[config.mk]
export PLATFORM = sky130hd
export DESIGN_NAME = mem_ctrl
export DESIGN_NICKNAME = d
export VERILOG_FILES = /design/src/rtl/mem_ctrl_pkg.sv /design/src/rtl/mem_ctrl_ibuf.sv /design/src/rtl/mem_ctrl.sv
export SDC_FILE = /design/constraint.sdc
export NUM_CORES = 1
export LEC_CHECK = 0
export ABC_AREA = 1
export CAP_MARGIN = 40
export CORE_MARGIN = 2
export CORE_UTILIZATION = 45
export CTS_CLUSTER_DIAMETER = 120
export CTS_CLUSTER_SIZE = 20
export DETAILED_ROUTE_END_ITERATION = 8
export GPL_TIMING_DRIVEN = 0
export PLACE_DENSITY = 0.88
export SLEW_MARGIN = 15
export SYNTH_ARGS = -nofsm -noshare
export SYNTH_HDL_FRONTEND = slang
export SYNTH_SLANG_ARGS = --single-unit
[constraint.sdc]
create_clock -name clk -period 2.2 [get_ports clk]
set_input_delay 0.44 -clock clk [delete_from_list [all_inputs] [get_ports clk]]
set_output_delay 0.44 -clock clk [all_outputs]
set_load 0.03 [all_outputs]
[src/rtl/mem_ctrl_pkg.sv]
// -----------------------------------------------------------------------------
// mem_ctrl_pkg
// Shared definitions for the program/data RAM controller:
//   - FSM state encoding (enum type plus legacy-compatible logic constants)
//   - RD_LAT_MAX : largest supported RAM read latency
//   - CNT_W      : width of the read-latency wait counter
// Used by mem_ctrl and mem_ctrl_ibuf (the latter only when MEM_CTRL_IBUF_EN
// is defined).
// -----------------------------------------------------------------------------
package mem_ctrl_pkg;

   localparam int RD_LAT_MAX = 4;
   // The counter is loaded with RD_LAT-1, so values 0..RD_LAT_MAX-1 must fit.
   localparam int CNT_W      = $clog2(RD_LAT_MAX);

   typedef enum logic [1:0] {
      S_IDLE    = 2'd0,
      S_ISSUE   = 2'd1,
      S_RD_WAIT = 2'd2,
      S_RESP    = 2'd3
   } state_e;

   localparam logic [1:0] ST_IDLE    = S_IDLE;
   localparam logic [1:0] ST_ISSUE   = S_ISSUE;
   localparam logic [1:0] ST_RD_WAIT = S_RD_WAIT;
   localparam logic [1:0] ST_RESP    = S_RESP;

endpackage

[src/rtl/mem_ctrl_ibuf.sv]
// -----------------------------------------------------------------------------
// mem_ctrl_ibuf
// One-entry instruction buffer (tag, word, valid) used by mem_ctrl when
// MEM_CTRL_IBUF_EN is defined.
// Ports:
//   clk, rst         clock, synchronous active-high reset (clears valid only)
//   fill_i           write fill_tag_i/fill_word_i and mark the entry valid
//   fill_tag_i       address of the completed fetch
//   fill_word_i      word returned by the completed fetch
//   inv_i            a store is being issued to inv_addr_i
//   inv_addr_i       store address; matching the tag invalidates the entry
//   lookup_addr_i    fetch address to compare against the tag
//   hit_o            entry valid and tag equals lookup_addr_i (combinational)
//   word_o           buffered instruction word
// -----------------------------------------------------------------------------
module mem_ctrl_ibuf
   import mem_ctrl_pkg::*;
#(
   parameter int DWIDTH = 16,
   parameter int AWIDTH = 16
) (
   input  logic              clk,
   input  logic              rst,
   input  logic              fill_i,
   input  logic [AWIDTH-1:0] fill_tag_i,
   input  logic [DWIDTH-1:0] fill_word_i,
   input  logic              inv_i,
   input  logic [AWIDTH-1:0] inv_addr_i,
   input  logic [AWIDTH-1:0] lookup_addr_i,
   output logic              hit_o,
   output logic [DWIDTH-1:0] word_o
);

   logic              valid_q, valid_d;
   logic [AWIDTH-1:0] tag_q;
   logic [DWIDTH-1:0] word_q;

   always_comb begin
      valid_d = valid_q;
      if (inv_i && (inv_addr_i == tag_q)) begin
         valid_d = 1'b0;
      end else if (fill_i) begin
         valid_d = 1'b1;
      end
   end

   always_ff @(posedge clk) begin
      if (rst) begin
         valid_q <= 1'b0;
      end else begin
         valid_q <= valid_d;
      end
   end

   // Payload needs no reset: it is only observed through a valid hit.
   always_ff @(posedge clk) begin
      if (fill_i) begin
         tag_q  <= fill_tag_i;
         word_q <= fill_word_i;
      end
   end

   assign hit_o  = valid_q && (lookup_addr_i == tag_q);
   assign word_o = word_q;

endmodule

[src/rtl/mem_ctrl.sv]
// -----------------------------------------------------------------------------
// mem_ctrl
// Arbitrates instruction fetches and data loads/stores onto one single-port
// synchronous RAM and returns read words on a shared registered bus.
// Optional feature macro: MEM_CTRL_IBUF_EN adds a one-entry instruction
// buffer; fetches hitting it complete without a RAM access.
// Parameters: DWIDTH word width, AWIDTH address width, RD_LAT RAM read
// latency (1..RD_LAT_MAX).
// Ports:
//   clk, rst                  clock, synchronous active-high reset
//   en_fetch, pc_addr         fetch request pulse and address
//   ram_en, wen, ram_addr,
//   wdata                     data request pulse, store flag, address, data
//   ins                       last read word, held until the next read
//   en_ram_out                one-cycle pulse: fetch completed
//   ram_valid                 one-cycle pulse: load or store completed
//   busy                      access in progress or request pending
//   err                       sticky: a request hit a full slot and was dropped
//   mem_cs, mem_we,
//   mem_addr, mem_wdata       registered RAM command, nonzero only in ISSUE
//   mem_rdata                 RAM read data
// -----------------------------------------------------------------------------
module mem_ctrl
   import mem_ctrl_pkg::*;
#(
   parameter int DWIDTH = 16,
   parameter int AWIDTH = 16,
   parameter int RD_LAT = 1
) (
   input  logic              clk,
   input  logic              rst,
   input  logic              en_fetch,
   input  logic [AWIDTH-1:0] pc_addr,
   input  logic              ram_en,
   input  logic              wen,
   input  logic [AWIDTH-1:0] ram_addr,
   input  logic [DWIDTH-1:0] wdata,
   output logic [DWIDTH-1:0] ins,
   output logic              en_ram_out,
   output logic              ram_valid,
   output logic              busy,
   output logic              err,
   output logic              mem_cs,
   output logic              mem_we,
   output logic [AWIDTH-1:0] mem_addr,
   output logic [DWIDTH-1:0] mem_wdata,
   input  logic [DWIDTH-1:0] mem_rdata
);

   // Control state
   logic [1:0]        state_q, state_d;
   logic              sel_fetch_q, sel_fetch_d;
   logic [CNT_W-1:0]  cnt_q, cnt_d;
   logic              err_q, err_d;
   logic              fvld_q, fvld_d;
   logic              dvld_q, dvld_d;
   logic [DWIDTH-1:0] ins_q, ins_d;
   logic              mem_cs_q, mem_cs_d;
   logic              mem_we_q, mem_we_d;
   logic [AWIDTH-1:0] mem_addr_q, mem_addr_d;
   logic [DWIDTH-1:0] mem_wdata_q, mem_wdata_d;

   // Pending-slot payloads
   logic              fetch_ld, data_ld;
   logic [AWIDTH-1:0] faddr_q;
   logic              dwe_q;
   logic [AWIDTH-1:0] daddr_q;
   logic [DWIDTH-1:0] dwdata_q;

`ifdef MEM_CTRL_IBUF_EN
   logic              hit_pend_q, hit_pend_d;
   logic              ibuf_hit;
   logic [DWIDTH-1:0] ibuf_word;
   logic              ibuf_fill;
   logic [AWIDTH-1:0] fetch_addr_q;

   mem_ctrl_ibuf #(
      .DWIDTH(DWIDTH),
      .AWIDTH(AWIDTH)
   ) u_ibuf (
      .clk          (clk),
      .rst          (rst),
      .fill_i       (ibuf_fill),
      .fill_tag_i   (fetch_addr_q),
      .fill_word_i  (mem_rdata),
      .inv_i        ((state_q == ST_ISSUE) && mem_we_q),
      .inv_addr_i   (mem_addr_q),
      .lookup_addr_i(faddr_q),
      .hit_o        (ibuf_hit),
      .word_o       (ibuf_word)
   );
`endif

   always_comb begin
      state_d     = state_q;
      sel_fetch_d = sel_fetch_q;
      cnt_d       = cnt_q;
      err_d       = err_q;
      fvld_d      = fvld_q;
      dvld_d      = dvld_q;
      ins_d       = ins_q;
      fetch_ld    = 1'b0;
      data_ld     = 1'b0;
      // RAM command is a one-cycle pulse: zero unless leaving IDLE to ISSUE.
      mem_cs_d    = 1'b0;
      mem_we_d    = 1'b0;
      mem_addr_d  = '0;
      mem_wdata_d = '0;
`ifdef MEM_CTRL_IBUF_EN
      hit_pend_d  = hit_pend_q;
      ibuf_fill   = 1'b0;
`endif

      case (state_q)
         ST_IDLE: begin
`ifdef MEM_CTRL_IBUF_EN
            // A buffer hit spends one lookup cycle in IDLE, then goes
            // straight to RESP with the buffered word.
            if (hit_pend_q) begin
               hit_pend_d  = 1'b0;
               ins_d       = ibuf_word;
               sel_fetch_d = 1'b1;
               state_d     = ST_RESP;
            end else if (fvld_q && ibuf_hit) begin
               hit_pend_d  = 1'b1;
               fvld_d      = 1'b0;
            end else
`endif
            if (fvld_q) begin
               sel_fetch_d = 1'b1;
               mem_cs_d    = 1'b1;
               mem_addr_d  = faddr_q;
               state_d     = ST_ISSUE;
            end else if (dvld_q) begin
               sel_fetch_d = 1'b0;
               mem_cs_d    = 1'b1;
               mem_we_d    = dwe_q;
               mem_addr_d  = daddr_q;
               mem_wdata_d = dwdata_q;
               state_d     = ST_ISSUE;
            end
         end
         ST_ISSUE: begin
            // Slot stays occupied through ISSUE, so a new request for it
            // arriving here is still dropped.
            if (sel_fetch_q) fvld_d = 1'b0;
            else             dvld_d = 1'b0;
            if (mem_we_q) begin
               state_d = ST_RESP;
            end else begin
               cnt_d   = CNT_W'(RD_LAT - 1);
               state_d = ST_RD_WAIT;
            end
         end
         ST_RD_WAIT: begin
            if (cnt_q == '0) begin
               ins_d   = mem_rdata;
               state_d = ST_RESP;
`ifdef MEM_CTRL_IBUF_EN
               ibuf_fill = sel_fetch_q;
`endif
            end else begin
               cnt_d = cnt_q - CNT_W'(1);
            end
         end
         ST_RESP: begin
            state_d = ST_IDLE;
         end
         default: begin
            state_d = ST_IDLE;
         end
      endcase

      // Request intake: a full slot keeps its contents and flags the loss.
      if (en_fetch) begin
         if (fvld_q) begin
            err_d = 1'b1;
         end else begin
            fvld_d   = 1'b1;
            fetch_ld = 1'b1;
         end
      end
      if (ram_en) begin
         if (dvld_q) begin
            err_d = 1'b1;
         end else begin
            dvld_d  = 1'b1;
            data_ld = 1'b1;
         end
      end
   end

   always_ff @(posedge clk) begin
      if (rst) begin
         state_q     <= ST_IDLE;
         sel_fetch_q <= 1'b0;
         cnt_q       <= '0;
         err_q       <= 1'b0;
         fvld_q      <= 1'b0;
         dvld_q      <= 1'b0;
         ins_q       <= '0;
         mem_cs_q    <= 1'b0;
         mem_we_q    <= 1'b0;
         mem_addr_q  <= '0;
         mem_wdata_q <= '0;
`ifdef MEM_CTRL_IBUF_EN
         hit_pend_q  <= 1'b0;
`endif
      end else begin
         state_q     <= state_d;
         sel_fetch_q <= sel_fetch_d;
         cnt_q       <= cnt_d;
         err_q       <= err_d;
         fvld_q      <= fvld_d;
         dvld_q      <= dvld_d;
         ins_q       <= ins_d;
         mem_cs_q    <= mem_cs_d;
         mem_we_q    <= mem_we_d;
         mem_addr_q  <= mem_addr_d;
         mem_wdata_q <= mem_wdata_d;
`ifdef MEM_CTRL_IBUF_EN
         hit_pend_q  <= hit_pend_d;
`endif
      end
   end

   // Slot payloads are qualified by the valid bits and need no reset.
   always_ff @(posedge clk) begin
      if (fetch_ld) begin
         faddr_q <= pc_addr;
      end
      if (data_ld) begin
         dwe_q    <= wen;
         daddr_q  <= ram_addr;
         dwdata_q <= wdata;
      end
`ifdef MEM_CTRL_IBUF_EN
      // Remembers the address of the fetch being issued for the buffer fill.
      if (state_q == ST_IDLE) begin
         fetch_addr_q <= faddr_q;
      end
`endif
   end

   assign ins        = ins_q;
   assign en_ram_out = (state_q == ST_RESP) &&  sel_fetch_q;
   assign ram_valid  = (state_q == ST_RESP) && !sel_fetch_q;
`ifdef MEM_CTRL_IBUF_EN
   assign busy       = (state_q != ST_IDLE) || fvld_q || dvld_q || hit_pend_q;
`else
   assign busy       = (state_q != ST_IDLE) || fvld_q || dvld_q;
`endif
   assign err        = err_q;
   assign mem_cs     = mem_cs_q;
   assign mem_we     = mem_we_q;
   assign mem_addr   = mem_addr_q;
   assign mem_wdata  = mem_wdata_q;

endmodule

==> flow_metrics.py <==
metrics = {
    "die": {
        "die_area_um2": 8829,
        "coreArea_um2": 7767,
        "io_pins": 123,
        "die_w_um": 93.97,
        "initial_utilization_pct": 46.89,
        "fp.dieH_um": 93.97,
        "rows": 32,
    },
    "cts": {
        "clock_path_buffers": 2,
        "cts_setup_buffers": 0,
        "clkLatencyLatePin_ps": 340,
        "cts_tree": "built",
        "root_buffer": "clkbuf_8",
        "clkSinkCount": 107,
        "clk_pin_slew_ps": 90,
        "ctsHtreeMaxLevel": 3,
        "ctsHoldBuffers": 0,
        "cts_resized": 3,
        "cts_buffers": 9,
    },
    "worst_setup_path": {
        "startpoint": "state_q[0]",
        "path_max_fanout": 5,
        "path_buf_inv": 2,
        "cp-end-kind": "output port",
        "path_cells": "inv_1 -> ha_1 -> nand2_1 -> dlygate4sd2_1",
        "r2r-end": "faddr_q[3]",
        "crit_family": "buffers and inverters",
        "reg2reg_slack_ps": 560,
        "worstPathRequired_ps": 1760,
        "slowest_delay_ps": 410,
        "crit_path_start_kind": "flop",
        "regToRegStartpoint": "fvld_q",
        "path_depth": 4,
        "worstPathArrival_ps": 1620,
        "worstSetupPathType": "reg2out",
        "crit_end": "busy",
        "crit_slowest_cell": "dfxtp_1",
        "r2r_cells": 2,
    },
    "yosys": {
        "syn_avg_cell_area_um2": 11.42,
        "ys_ff_latch": 107,
        "yosys_warnings": 0,
        "yosys.cell_types.count": 20,
        "synth_area_um2": 3642,
        "yosys.area.top_type_share_pct": 40.40,
        "ys_seq_area_share_pct": 72.28,
        "synth_area_leaders": "edfxtp_1 (40%), dfxtp_1 (32%), nor2_1 (5.4%)",
        "yosys.area.top_type": "edfxtp_1",
        "synthesis.instances": 319,
        "synth_nets": 394,
    },
    "placed_design": {
        "portBuffers": 122,
        "gp_congestion": 0.8165,
        "dp_hpwl_um": 5494,
    },
    "route": {
        "drcViolationCount": 0,
        "routed_wl_um": 7322,
        "drtIter0Drc": 77,
        "routedWlPerCell_um": 13.10,
        "dr.pass1.iters": 5,
        "viasPerCell": 4.637,
        "ant_nets": 0,
        "num_vias": 2592,
    },
    "sta": {
        "fin_crit_ps": 2060,
        "setup_viol": 0,
        "period_share_pct": 93.61,
        "setup_tns_ps": 0,
        "worstMarginPinSlew_ps": 843.9,
        "timing.fmax_mhz": 485.5,
        "hold_viol_final": 0,
        "slew_viol_final": 0,
        "fin_skew_ps": 10.95,
        "rsz0062_at_grt": "false",
        "relSlewSlack_pct": 43.68,
    },
    "job": {
        "drv_cap": 0,
    },
    "global_routing": {
        "grt_max_degree": 34,
        "grtUsageTotal_pct": 17.05,
        "grt_pass1_vias": 2548,
        "antenna_found_initial": 0,
        "grt_pass1_wl_um": 11630,
        "gr-total-overflow": 0,
    },
    "status": {
        "status": "finished clean",
    },
    "power_and_ir_drop": {
        "peakVddDrop_uv": 424.5,
        "p_leak_nw": 2.090,
        "power_density_nw_per_um2": 1009,
        "totalPowerFinal_mw": 5.230,
    },
    "cells_and_area": {
        "syn_to_final_growth_pct": 42.36,
        "final_core_util_pct": 66.75,
        "layout_common_cells": "clkdlybuf4s50_1 (119), dfxtp_1 (58), nor2_1 (51)",
        "layout.nets": 527,
        "drive_gt1_share_pct": 8.753,
        "diodes": 0,
        "nFillCells": 603,
        "mostFrequentLayoutCell": "clkdlybuf4s50_1",
    },
    "worst_hold_path": {
        "hold_depth": 2,
        "hold_path.class": "reg2reg",
    },
}
[report_power, final]
group          switching (mW)  internal [mW]
Clock                   0.605          0.553
Combinational           0.954          0.634
Sequential              0.123           2.36
[cells by family after synthesis]
family / Yosys count / synth area share [%]
and+or+nand+nor: 133 / 16.32
adders and majority gates: 6 / 2.061
buffers and inverters: 45 / 5.359
DFF: 107 / 72.28
AOI/OAI and AO/OA: 28 / 3.985
[final cells by class]
cell class	instances	area [um2]	area share, %
flip-flops and latches	107	2633	50.77
repair buffers	122	1217	23.48
multi-input cells	167	817.0	15.76
clock buffers	11	141.4	2.727
inverters	34	127.6	2.461
well taps	102	127.6	2.461
plain buffers	11	67.56	1.303
clock inverters	5	53.80	1.038
[flip-flops by register name, summed over array words and instances (netlist names), 2 cells and up]
signal	count
cnt_q	2
daddr_q	16
dwdata_q	16
faddr_q	16
ins	16
mem_addr	16
mem_wdata	16
state_q	2
[synthesized netlist by cell type]
library cell and count:
dfxtp_1 58, nor2_1 52, edfxtp_1 49, nand3_1 36
inv_1 32, nand2_1 31, o21ai_0 21, nor2_2 10
ha_1 6, a21oi_1 5, buf_4 4, buf_2 3
clkbuf_1 3, inv_2 2, nor2_4 2, a21boi_0 1
buf_6 1, nand2_2 1, nand2_4 1, o21a_1 1
[worst min path at each step]
stage / start / endpoint / slack (ps)
2_1_floorplan: dwdata_q[0] / mem_wdata[0] / 440
3_3_place_gp: dwdata_q[6] / mem_wdata[6] / 440
3_5_place_dp: dwdata_q[13] / mem_wdata[13] / 460
4_1_cts: dwdata_q[13] / mem_wdata[13] / 480
5_1_grt: daddr_q[9] / mem_addr[9] / 500
6_report: dwdata_q[5] / mem_wdata[5] / 480
[worst reg2reg max path, delay by kind of cell (launching register included)]
kind / cells / cell delay (ps)
buffers and inverters: 1 / 220
DFF: 1 / 370
and+or+nand+nor: 1 / 680
[metrics by stage]
step / instances / setup WS (ps) / hold slack [ps] / cell area (um2)
floorplan: 319 / 547.4 / 439.3 / 3642
detailed placement: 543 / 144.3 / 455.9 / 4994
CTS: 559 / 115.4 / 479.0 / 5185
global placement: 543 / -235.0 / 441.4 / 4991
global route: 559 / 2.003 / 496.4 / 5185
finish: 559 / 140.5 / 476.2 / 5185
[layer usage]
metal	vias to the layer above	GRT usage [%]	wire, um
met5	-	0	0
met4	0	4.952	65
met3	7	3.692	404
met2	90	31.73	3907
met1	1197	19.51	2945
li1	1298	-	-
Power figures use the tool's default switching activity.
